$ cat src/rtl/mesh_src_fifo.sv
// mesh_src_fifo: terminal-to-mesh source FIFO with first-word fall-through.
//
// The terminal pushes packets; the mesh router pops them. The head packet is
// always visible on data_out_i_in while the FIFO is non-empty. Dropped pushes
// (full, no pop) and ignored pops (empty) are counted in saturating counters.
//
// Ports:
//   clk            in   clock, rising-edge active
//   reset          in   asynchronous active-low reset
//   push           in   terminal write request
//   data_in        in   packet to write [PCKG_SZ]
//   pop            in   mesh read request
//   data_out_i_in  out  head packet, zero when empty [PCKG_SZ]
//   pndng_i_in     out  FIFO non-empty
//   full           out  count == DEPTH
//   count          out  occupancy 0..DEPTH [$clog2(DEPTH+1)]
//   ovf_cnt        out  dropped-push counter, saturating [16]
//   udf_cnt        out  ignored-pop counter, saturating [16]
module mesh_src_fifo #(
    parameter int unsigned PCKG_SZ = 40,
    parameter int unsigned DEPTH   = 16
) (
    input  logic                         clk,
    input  logic                         reset,
    input  logic                         push,
    input  logic [PCKG_SZ-1:0]           data_in,
    input  logic                         pop,
    output logic [PCKG_SZ-1:0]           data_out_i_in,
    output logic                         pndng_i_in,
    output logic                         full,
    output logic [$clog2(DEPTH+1)-1:0]   count,
    output logic [15:0]                  ovf_cnt,
    output logic [15:0]                  udf_cnt
);

    localparam int unsigned PtrW = $clog2(DEPTH);
    localparam int unsigned CntW = $clog2(DEPTH+1);
    localparam logic [CntW-1:0] FullCnt = CntW'(DEPTH);

    logic [PCKG_SZ-1:0] mem [DEPTH];

    logic [PtrW-1:0] rd_ptr_q, rd_ptr_d;
    logic [PtrW-1:0] wr_ptr_q, wr_ptr_d;
    logic [CntW-1:0] count_q, count_d;
    logic [15:0]     ovf_q, ovf_d;
    logic [15:0]     udf_q, udf_d;

    logic is_full;
    logic is_empty;
    logic push_ok;
    logic pop_ok;

    assign is_full  = (count_q == FullCnt);
    assign is_empty = (count_q == '0);

    // A push into a full FIFO still lands when the head leaves in the same cycle.
    assign push_ok = push && (!is_full || pop);
    assign pop_ok  = pop && !is_empty;

    always_comb begin
        rd_ptr_d = rd_ptr_q;
        wr_ptr_d = wr_ptr_q;
        count_d  = count_q;
        ovf_d    = ovf_q;
        udf_d    = udf_q;

        // DEPTH is a power of two, so natural pointer overflow is the wrap.
        if (push_ok) wr_ptr_d = wr_ptr_q + PtrW'(1);
        if (pop_ok)  rd_ptr_d = rd_ptr_q + PtrW'(1);

        if (push_ok && !pop_ok)      count_d = count_q + CntW'(1);
        else if (pop_ok && !push_ok) count_d = count_q - CntW'(1);

        if (push && !push_ok && (ovf_q != 16'hFFFF)) ovf_d = ovf_q + 16'd1;
        if (pop && !pop_ok && (udf_q != 16'hFFFF))   udf_d = udf_q + 16'd1;
    end

    always_ff @(posedge clk or negedge reset) begin
        if (!reset) begin
            rd_ptr_q <= '0;
            wr_ptr_q <= '0;
            count_q  <= '0;
            ovf_q    <= '0;
            udf_q    <= '0;
        end else begin
            rd_ptr_q <= rd_ptr_d;
            wr_ptr_q <= wr_ptr_d;
            count_q  <= count_d;
            ovf_q    <= ovf_d;
            udf_q    <= udf_d;
        end
    end

    // Storage is not reset; the empty mask on the output hides stale entries.
    always_ff @(posedge clk) begin
        if (reset && push_ok) mem[wr_ptr_q] <= data_in;
    end

    assign data_out_i_in = is_empty ? '0 : mem[rd_ptr_q];
    assign pndng_i_in    = !is_empty;
    assign full          = is_full;
    assign count         = count_q;
    assign ovf_cnt       = ovf_q;
    assign udf_cnt       = udf_q;

endmodule

$ cat config.mk
export PLATFORM = sky130hd
export DESIGN_NAME = mesh_src_fifo
export DESIGN_NICKNAME = d
export VERILOG_FILES = /design/src/rtl/mesh_src_fifo.sv
export SDC_FILE = /design/constraint.sdc
export NUM_CORES = 1
export LEC_CHECK = 0
export CAP_MARGIN = 20
export CELL_PAD_IN_SITES_DETAIL_PLACEMENT = 1
export CELL_PAD_IN_SITES_GLOBAL_PLACEMENT = 2
export CORE_MARGIN = 3
export CORE_UTILIZATION = 29
export CTS_BUF_LIST = sky130_fd_sc_hd__clkbuf_8 sky130_fd_sc_hd__clkbuf_16
export DETAILED_ROUTE_END_ITERATION = 12
export GPL_TIMING_DRIVEN = 0
export PLACE_DENSITY = 0.59
export SLEW_MARGIN = 25
export SYNTH_ARGS = -nofsm -noshare
export SYNTH_HDL_FRONTEND = slang
export SYNTH_SLANG_ARGS = --single-unit
$ cat constraint.sdc
create_clock -name clk -period 4 [get_ports clk]
set_input_delay 0.8 -clock clk [delete_from_list [all_inputs] [get_ports clk]]
set_output_delay 0.8 -clock clk [all_outputs]
set_load 0.01 [all_outputs]
==> metrics.yaml, run 1 <==
status:
  status: "complete, no violations"
layout:
  layout.cells.non_filler: 2691
  post_route_cells_drive_above_1_share: 0.2692
  layout-area-overhead-vs-synth_pct: 24.67
  finish.net_count: 1509
  seqCellArea_sq_um: 20340
  area_taken_by_multi_input_logic_gates_sq_um: 6153
  final_layout_fill_cell_count: 8749
pwr:
  power.density_nw_per_um2: 683.9
  total_power_w: 0.02271
  p_int_w: 0.01573
  worst_ir_drop_vdd_mv: 0.4183
  comb_power_share: 0.328
  power.share.sequential: 0.374
  total_switching_power_w: 0.006972
  static-leakage-power_nw: 11.01
  clkPwrFrac: 0.298
  p_sw_frac: 0.3071
yosys:
  mappedNetlistArea_sq_um: 26630
  synth_cell_type_count: 50
  netlist.area_leader.share: 0.7216
  synth.area.top_cells: "sky130_fd_sc_hd__edfxtp_1, sky130_fd_sc_hd__mux4_2, sky130_fd_sc_hd__dfrtp_1"
  synthesis.instances: 1209
  netlist.top_cell.by_area: "sky130_fd_sc_hd__edfxtp_1"
  seq_area_frac_synth: 0.7639
  number_of_enable_type_register_cells_in_the_synthesized_netlist: 640
  ys_seq_elements: 685
  ys.warnings.count: 0
  post_synthesis_async_set_or_reset_flop_share: 0.06569
  mappedNetlistNets: 1265
  synthesis.area_per_instance_sq_um: 22.03
  prevailing_post_synth_register_cell: "sky130_fd_sc_hd__edfxtp_1"
timing:
  setup_tns_ps: 0
  skew_ps: 25.01
  timing.final.ws_setup_ps: 110.5
  report.final.setup_viol: 0
  number_of_hold_violations_in_the_final_report: 0
  fmax_mhz: 257.1
  rsz0062_at_grt: "true"
  finalHoldWorstSlack_ps: 53.86
  final.period_utilization: 0.9724
  worst-slew-pin-transition_ps: 779.8
  layout_min_cycle_time_ps: 3889
  max_slew_margin: 0.4789
  drv_slew: 0
cts:
  insertion_delay_ps: 620
  cts.root.buffer_cell: "sky130_fd_sc_hd__clkbuf_16"
  tritoncts_num_sinks: 685
  clock_tree.buffer_depth: 3
  hold_bufs_at_cts: 0
  clock_buffer_count_from_cts: 74
  clock_tree_from_tritoncts: "yes"
  clkSlewWorstSetupHoldPaths_ps: 60
  cts_max_level: 3
routing:
  vias: 12970
  drt-pass1-iter-count: 7
  wirelength_microns: 70020
  avgViaCountPerCell: 4.819
  wl_per_cell_microns: 26.02
  drc: 0
  dr.first_iter.drc_count: 935
  drt.antenna.violating_nets: 0
setup_path:
  critPathMaxFanout: 10
  worst-path-buf-inv: 4
  worstPathCellList: "buf_2, buf_4, clkbuf_4, mux4_2, mux2i_1, o22ai_1, clkdlybuf4s50_1"
  critPathMaxStageDelay_ps: 640
  worst_path_max_delay_cell: "sky130_fd_sc_hd__clkdlybuf4s50_1"
  timing.critical_path.required_ps: 3200
  worst-setup-path-type: "reg2out"
  crit_path_arrival_time_ps: 3090
  critPathTopFamily: "buffers and inverters"
  worstSetupEndpointType: "output port"
  r2r_setup_slack_ps: 960
  critical_path.startpoint_type: "register"
floorplan:
  initial_core_utilization: 0.2941
  std_cell_rows: 110
  die-height_microns: 309.0
  core_area_sq_um: 90560
  pin_count: 123
  die_width_microns: 309.0
  die_area_sq_um: 95510
min_path:
  timing.hold.worst.class: "in2async"
placed_design:
  place.detailed.hpwl_microns: 47190
  place.port_buffers: 122
  preCtsSetupSlack_ps: -332.5
  placedCellCount: 2552
  finalWeightedCongestion: 0.7154
run:
  maxCapViolCount: 0
grt:
  overflow: 0
  grt_start_max_net_pins: 33
  antenna_found_initial: 6
  first_global_vias: 14240
  combined_global_route_utilization_of_all_metal_layers: 0.1486
  first_pass_grt_wire_length_microns: 101900
[final cells by class]
class,instances,share of cell area
sequential,685,0.6128
timing repair buffer,168,0.07138
buffer,56,0.01319
inverter,6,0.0006783
multi-input combinational,462,0.1853
clock inverter,58,0.01440
tap,1176,0.04432
antenna,3,0.0002261
clock buffer,77,0.05770
[routing by layer]
layer,up-vias,track usage,routed length [microns]
met3,102,0.03190,3316
li1,5570,-,-
met5,-,0,38
met2,278,0.2504,34490
met4,6,0.03581,1433
met1,7012,0.1969,30740
[cells by family after synthesis]
logic type / after synthesis / share of synthesized area
buf+inv: 62 / 0.01170
xor+xnor: 40 / 0.01315
compound gates: 49 / 0.01160
flops: 685 / 0.7639
fa+ha+maj: 12 / 0.005920
simple gates: 116 / 0.02626
mux: 245 / 0.1674
[cells in the final DEF (no fill, tap or decap), drive strengths merged, types with 13 or more instances in the layout]
cell type,synthesis,final
clkinv,0,30
clkdlybuf4s50,0,120
mux4,160,160
inv,6,25
dfrtp,45,45
o22ai,40,40
mux2i,81,81
xor2,28,28
edfxtp,640,640
nor3,13,13
buf,38,76
clkbuf,18,104
nand2,20,20
nor2,26,26
[synthesized netlist by cell type, drive strengths merged, types with 2 or more instances]
master	instances
nor3b	4
xnor2	12
nand3	11
mux4	160
ha	11
nor2	26
and4	3
nand2	20
o21ai	4
clkbuf	18
o22ai	40
dfrtp	45
mux2i	81
nor4	6
nand4	12
and2	3
buf	38
xor2	28
nor3	13
mux2	4
nand2b	2
a21oi	2
inv	6
nand3b	2
a21o	2
and3	4
edfxtp	640
nor4b	3
[final timing paths]
path,cells past startpoint,endpoint,startpoint
worst min-delay path,1,udf_cnt[4],reset
max in group asynchronous,2,ovf_cnt[7],reset
min in group clk,1,udf_cnt[7],udf_cnt[7]
worst min register to register,1,udf_cnt[7],udf_cnt[7]
worst max register to register,9,count[4],count[1]
worst max-delay path,7,data_out_i_in[1],rd_ptr_q[3]
[sequential cells by signal (all words and copies together) (netlist names)]
register,flops
count,5
mem,640
ovf_cnt,16
rd_ptr_q,4
udf_cnt,16
wr_ptr_q,4
[power by group through the flow]
stage | combinational (W) | sequential, W | clock [W]
2_1_floorplan | 0.00411 | 0.00862 | 0
3_3_place_gp | 0.00712 | 0.00867 | 0
3_5_place_dp | 0.00745 | 0.00864 | 0
4_1_cts | 0.00762 | 0.00849 | 0.00694
5_1_grt | 0.00803 | 0.00853 | 0.00720
6_report | 0.00746 | 0.00849 | 0.00676
[what timing repair did]
action,4_1_cts,5_1_grt
pin swaps,1,1
resized for setup,45,28
setup buffers,1,0
setup endpoints to repair,40,40
[metrics by stage]
step / utilization / cell area (sq um)
floorplan: - / 26630
detailed placement: 0.3377 / 30590
finish: 0.3666 / 33200
CTS: 0.3657 / 33120
global placement: 0.3238 / 29320
global route: 0.3665 / 33190
No activity file was read; power rests on OpenSTA's default activity.
==> inputs of run 2 (changes only) <==
--- a/config.mk
+++ b/config.mk
@@ -14,6 +14,7 @@
 export DETAILED_ROUTE_END_ITERATION = 12
 export GPL_TIMING_DRIVEN = 0
 export PLACE_DENSITY = 0.59
+export SKIP_CTS_REPAIR_TIMING = 1
 export SLEW_MARGIN = 25
 export SYNTH_ARGS = -nofsm -noshare
 export SYNTH_HDL_FRONTEND = slang
==> run 2 against run 1 <==
  * Sequential share of layout area hardly changed
  * Highest routed layer unchanged
  * Hold slack better by 2.7 ps
  * Cell area is essentially flat
  * Combinational power about the same
  * Global-route usage about the same
  * Largest cell class unchanged
==> metrics.yaml, run 2 (synthesized netlist as in run 1, its figures left out) <==
routing:
  drc: 0
  wirelength_microns: 70070
  dr.first_iter.drc_count: 953
  drt.antenna.violating_nets: 0
  met3_length_microns: 3314
  wl_met2_microns: 34430
  vias: 13040
  drt-pass1-iter-count: 4
  wl_per_cell_microns: 26.03
  dr.max_layer_used: "met5"
  avgViaCountPerCell: 4.842
  wl_met1_microns: 30800
status:
  status: "complete, no violations"
floorplan:
  pin_count: 123
  die_width_microns: 309.0
  die_area_sq_um: 95510
  std_cell_rows: 110
  initial_core_utilization: 0.2941
  die-height_microns: 309.0
  core_area_sq_um: 90560
timing:
  timing.final.ws_setup_ps: 134.7
  fmax_mhz: 258.7
  report.final.setup_viol: 0
  final.period_utilization: 0.9663
  worst-slew-pin-transition_ps: 797.3
  finalHoldWorstSlack_ps: 56.61
  layout_min_cycle_time_ps: 3865
  number_of_hold_violations_in_the_final_report: 0
  skew_ps: 22.55
  drv_slew: 0
  max_slew_margin: 0.4672
  rsz0062_at_grt: "true"
grt:
  first_global_vias: 14220
  combined_global_route_utilization_of_all_metal_layers: 0.1481
  first_pass_grt_wire_length_microns: 101500
  overflow: 0
  antenna_found_initial: 6
  grt_start_max_net_pins: 33
placed_design:
  placedCellCount: 2552
  preCtsSetupSlack_ps: -332.5
  place.port_buffers: 122
  place.detailed.hpwl_microns: 47190
  finalWeightedCongestion: 0.7154
cts:
  insertion_delay_ps: 610
  cts_max_level: 3
  clkSlewWorstSetupHoldPaths_ps: 60
  clock_tree.buffer_depth: 3
  clock_tree_from_tritoncts: "yes"
  clock_buffer_count_from_cts: 74
  tritoncts_num_sinks: 685
  cts.root.buffer_cell: "sky130_fd_sc_hd__clkbuf_16"
layout:
  final_layout_fill_cell_count: 8753
  seqCellArea_sq_um: 20340
  fin_util: 0.3668
  layout-area-overhead-vs-synth_pct: 24.74
  top_register: "mem"
  area_taken_by_multi_input_logic_gates_sq_um: 6165
  largest_reg_flops: 640
  finish.net_count: 1510
  most-common-layout-cells: "sky130_fd_sc_hd__edfxtp_1, sky130_fd_sc_hd__mux4_2, sky130_fd_sc_hd__clkdlybuf4s50_1, sky130_fd_sc_hd__mux2i_1, sky130_fd_sc_hd__clkbuf_16"
  mostFrequentLayoutCell: "sky130_fd_sc_hd__edfxtp_1"
  post_route_cells_drive_above_1_share: 0.2703
  layout.cells.non_filler: 2692
setup_path:
  critical_path.startpoint_type: "register"
  critPathMaxFanout: 10
  worst-setup-path-type: "reg2out"
  worstSetupEndpointType: "output port"
  timing.critical_path.required_ps: 3200
  crit_path_arrival_time_ps: 3070
pwr:
  worst_ir_drop_vdd_mv: 0.4182
  power.density_nw_per_um2: 684.6
  total_power_w: 0.02274
  static-leakage-power_nw: 11.01
min_path:
  timing.hold.worst.class: "in2async"
run:
  maxCapViolCount: 0
## run 2: power breakdown
group,switching (W),total (W),internal (W)
Combinational,0.00397,0.00749,0.00352
Clock,0.00283,0.00676,0.00393
Sequential,0.000195,0.00849,0.00829
## run 2: metrics by stage
step / TNS, ps / instance area, sq um
2_1_floorplan: 0 / 26630
3_3_place_gp: -2738660 / 29320
3_5_place_dp: -2494 / 30590
4_1_cts: -25610 / 32980
5_1_grt: -87.69 / 33210
6_report: 0 / 33220
## run 2: worst max-delay path: stages (launching register included)
cell                              delay (ps)
sky130_fd_sc_hd__dfrtp_1                 350
sky130_fd_sc_hd__clkbuf_4                220
sky130_fd_sc_hd__clkbuf_4                380
sky130_fd_sc_hd__mux4_2                  560
sky130_fd_sc_hd__mux2i_1                 280
sky130_fd_sc_hd__o22ai_4                 160
sky130_fd_sc_hd__clkdlybuf4s50_1         500
## run 2: path summary, 6_finish.rpt
check | end | slack, ps | cells past startpoint | start
setup / recovery | data_out_i_in[38] | 130 | 6 | rd_ptr_q[0]
hold / removal | udf_cnt[4] | 60 | 1 | reset
setup reg to reg | count[4] | 960 | 9 | count[1]
hold reg to reg | udf_cnt[15] | 500 | 1 | udf_cnt[15]
max in group asynchronous | ovf_cnt[7] | 3440 | 2 | reset
min in group clk | udf_cnt[15] | 500 | 1 | udf_cnt[15]
## run 2: area by class of cell
| type | count | area share |
|---|---|---|
| Sequential cell | 685 | 0.6124 |
| Multi-Input combinational cell | 462 | 0.1856 |
| Timing Repair Buffer | 169 | 0.07156 |
| Clock buffer | 77 | 0.05766 |
| Tap cell | 1176 | 0.04429 |
| Clock inverter | 58 | 0.01439 |
| Buffer | 56 | 0.01322 |
| Inverter | 6 | 0.0006779 |
| Antenna cell | 3 | 0.0002260 |
## run 2: metal layers
layer,track usage,up-vias
met1,0.1963,7067
li1,-,5573
met3,0.03136,105
met5,0,-
met2,0.2499,285
met4,0.03570,6
==> inputs of run 3 (changes only) <==
--- a/config.mk
+++ b/config.mk
@@ -9,11 +9,11 @@
 export CELL_PAD_IN_SITES_DETAIL_PLACEMENT = 1
 export CELL_PAD_IN_SITES_GLOBAL_PLACEMENT = 2
 export CORE_MARGIN = 3
-export CORE_UTILIZATION = 29
+export CORE_UTILIZATION = 48
 export CTS_BUF_LIST = sky130_fd_sc_hd__clkbuf_8 sky130_fd_sc_hd__clkbuf_16
 export DETAILED_ROUTE_END_ITERATION = 12
 export GPL_TIMING_DRIVEN = 0
-export PLACE_DENSITY = 0.59
+export PLACE_DENSITY = 0.86
 export SKIP_CTS_REPAIR_TIMING = 1
 export SLEW_MARGIN = 25
 export SYNTH_ARGS = -nofsm -noshare
==> run 3 against run 2 <==
  * Total power decreased by 2.8%
  * Utilization is 22 points higher
  * Global-route usage rose by 9.4 points
==> metrics.yaml, run 3 (synthesized netlist as in run 1, its figures left out) <==
setup_path:
  worstSetupEndpointType: "output port"
  crit_path_arrival_time_ps: 3150
  worst-setup-path-type: "reg2out"
  critical_path.startpoint_type: "register"
  worstPathCellList: "buf_2, buf_6, buf_6, mux4_2, mux2i_1, o22ai_2, clkdlybuf4s50_1"
  timing.critical_path.required_ps: 3200
  critPathMaxFanout: 10
  critPathMaxStageDelay_ps: 530
  crit_top_cell: "sky130_fd_sc_hd__buf_6"
  worst_path_max_delay_cell: "sky130_fd_sc_hd__mux4_2"
timing:
  number_of_hold_violations_in_the_final_report: 0
  layout_min_cycle_time_ps: 3947
  drv_slew: 0
  final.period_utilization: 0.9867
  report.final.setup_viol: 0
  finalHoldWorstSlack_ps: 256.6
  timing.final.ws_setup_ps: 53.39
  max_slew_margin: 0.4336
  worst-slew-pin-transition_ps: 849.6
  skew_ps: 27.57
  fmax_mhz: 253.4
  rsz0062_at_grt: "true"
floorplan:
  die_width_microns: 241.6
  initial_core_utilization: 0.4900
  die-height_microns: 241.6
  die_area_sq_um: 58350
  std_cell_rows: 85
  core_area_sq_um: 54350
  pin_count: 123
status:
  status: "complete, no violations"
layout:
  top_register: "mem"
  finish.net_count: 1494
  mostFrequentLayoutCell: "sky130_fd_sc_hd__edfxtp_1"
  most-common-layout-cells: "sky130_fd_sc_hd__edfxtp_1, sky130_fd_sc_hd__mux4_2, sky130_fd_sc_hd__clkdlybuf4s50_1, sky130_fd_sc_hd__mux2i_1, sky130_fd_sc_hd__clkbuf_16"
  final_layout_fill_cell_count: 4527
  layout-area-overhead-vs-synth_pct: 20.52
  area_taken_by_multi_input_logic_gates_sq_um: 6143
  seqCellArea_sq_um: 20340
  post_route_cells_drive_above_1_share: 0.2575
  fin_util: 0.5906
  largest_reg_flops: 640
  finalInstanceArea_sq_um: 32100
grt:
  first_global_vias: 14700
  grt_start_max_net_pins: 50
  antenna_found_initial: 4
  first_pass_grt_wire_length_microns: 102800
  overflow: 0
  combined_global_route_utilization_of_all_metal_layers: 0.2424
run:
  maxCapViolCount: 0
placed_design:
  place.detailed.hpwl_microns: 44560
  placedInstanceArea_sq_um: 29720
  place.port_buffers: 122
  preCtsSetupSlack_ps: 0.04419
  finalWeightedCongestion: 0.7300
routing:
  drt-pass1-iter-count: 5
  wirelength_microns: 68970
  dr.first_iter.drc_count: 1349
  vias: 13350
  wl_per_cell_microns: 30.90
  avgViaCountPerCell: 5.979
  drt.antenna.violating_nets: 0
  drc: 0
cts:
  cts_max_level: 3
  tritoncts_num_sinks: 685
  clock_tree_from_tritoncts: "yes"
  cts.root.buffer_cell: "sky130_fd_sc_hd__clkbuf_16"
  clock_tree.buffer_depth: 3
  insertion_delay_ps: 610
  clkSlewWorstSetupHoldPaths_ps: 60
  clock_buffer_count_from_cts: 70
pwr:
  static-leakage-power_nw: 10.75
  worst_ir_drop_vdd_mv: 0.4392
  power.density_nw_per_um2: 688.8
min_path:
  timing.hold.worst.class: "in2async"
[run 3: cell count changes in the layout (fill, tap and decap cells not counted), moves of 2 or more]
cell,change
sky130_fd_sc_hd__clkbuf_16,-4
sky130_fd_sc_hd__clkinv_2,+3
sky130_fd_sc_hd__buf_4,-3
sky130_fd_sc_hd__buf_16,-10
sky130_fd_sc_hd__clkbuf_1,+2
sky130_fd_sc_hd__bufinv_16,-3
sky130_fd_sc_hd__clkinv_8,+3
sky130_fd_sc_hd__clkinvlp_4,-2
sky130_fd_sc_hd__clkbuf_4,+3
sky130_fd_sc_hd__buf_6,-2
sky130_fd_sc_hd__inv_6,-2
sky130_fd_sc_hd__clkinv_1,-2
[run 3: power breakdown]
group          leakage, nW  switching, W  internal (W)
sequential            6.36      0.000215       0.00830
combinational         3.26       0.00390       0.00347
clock                 1.13       0.00271       0.00352
total                 10.8       0.00682        0.0153
[run 3: routing by layer]
layer / share of wire / up-vias / wire, microns / GRT usage
met5: 0.00035 / - / 24 / 0
met3: 0.060 / 106 / 4105 / 0.04719
met4: 0.023 / 4 / 1579 / 0.07204
li1: - / 5526 / - / -
met1: 0.39 / 7167 / 27170 / 0.3185
met2: 0.52 / 543 / 36090 / 0.4149
[run 3: path summary, 6_finish.rpt]
check / to / from / slack [ps] / cells past startpoint
min in group clk: udf_cnt[7] / udf_cnt[7] / 510 / 1
worst min register to register: udf_cnt[7] / udf_cnt[7] / 510 / 1
worst min-delay path: wr_ptr_q[3] / reset / 260 / 1
worst max-delay path: data_out_i_in[31] / rd_ptr_q[0] / 50 / 7
max in group asynchronous: rd_ptr_q[1] / reset / 3290 / 1
worst max register to register: count[4] / count[0] / 890 / 9
[run 3: cell type report]
cell class,instances,share of cell area
flip-flops and latches,685,0.6338
inverters,6,0.0007017
clock inverters,53,0.01127
multi-input cells,462,0.1914
diodes,2,0.0001559
well taps,739,0.02881
clock buffers,72,0.05613
plain buffers,56,0.01353
repair buffers,157,0.06416
[run 3: stage by stage]
step                instances  setup TNS, ps  power, W
floorplan                1209              0   0.01273
global placement         2070       -2359680   0.01540
detailed placement       2103              0   0.01582
CTS                      2228         -16080   0.02208
global route             2231         -209.7   0.02296
finish                   2232              0   0.02211
[run 3: worst max-delay path, delay by kind of cell (launching register included)]
kind                   cells  cell delay (ps)
AOI/OAI and AO/OA          1              170
buffers and inverters      4             1250
DFF                        1              360
muxes                      2              750
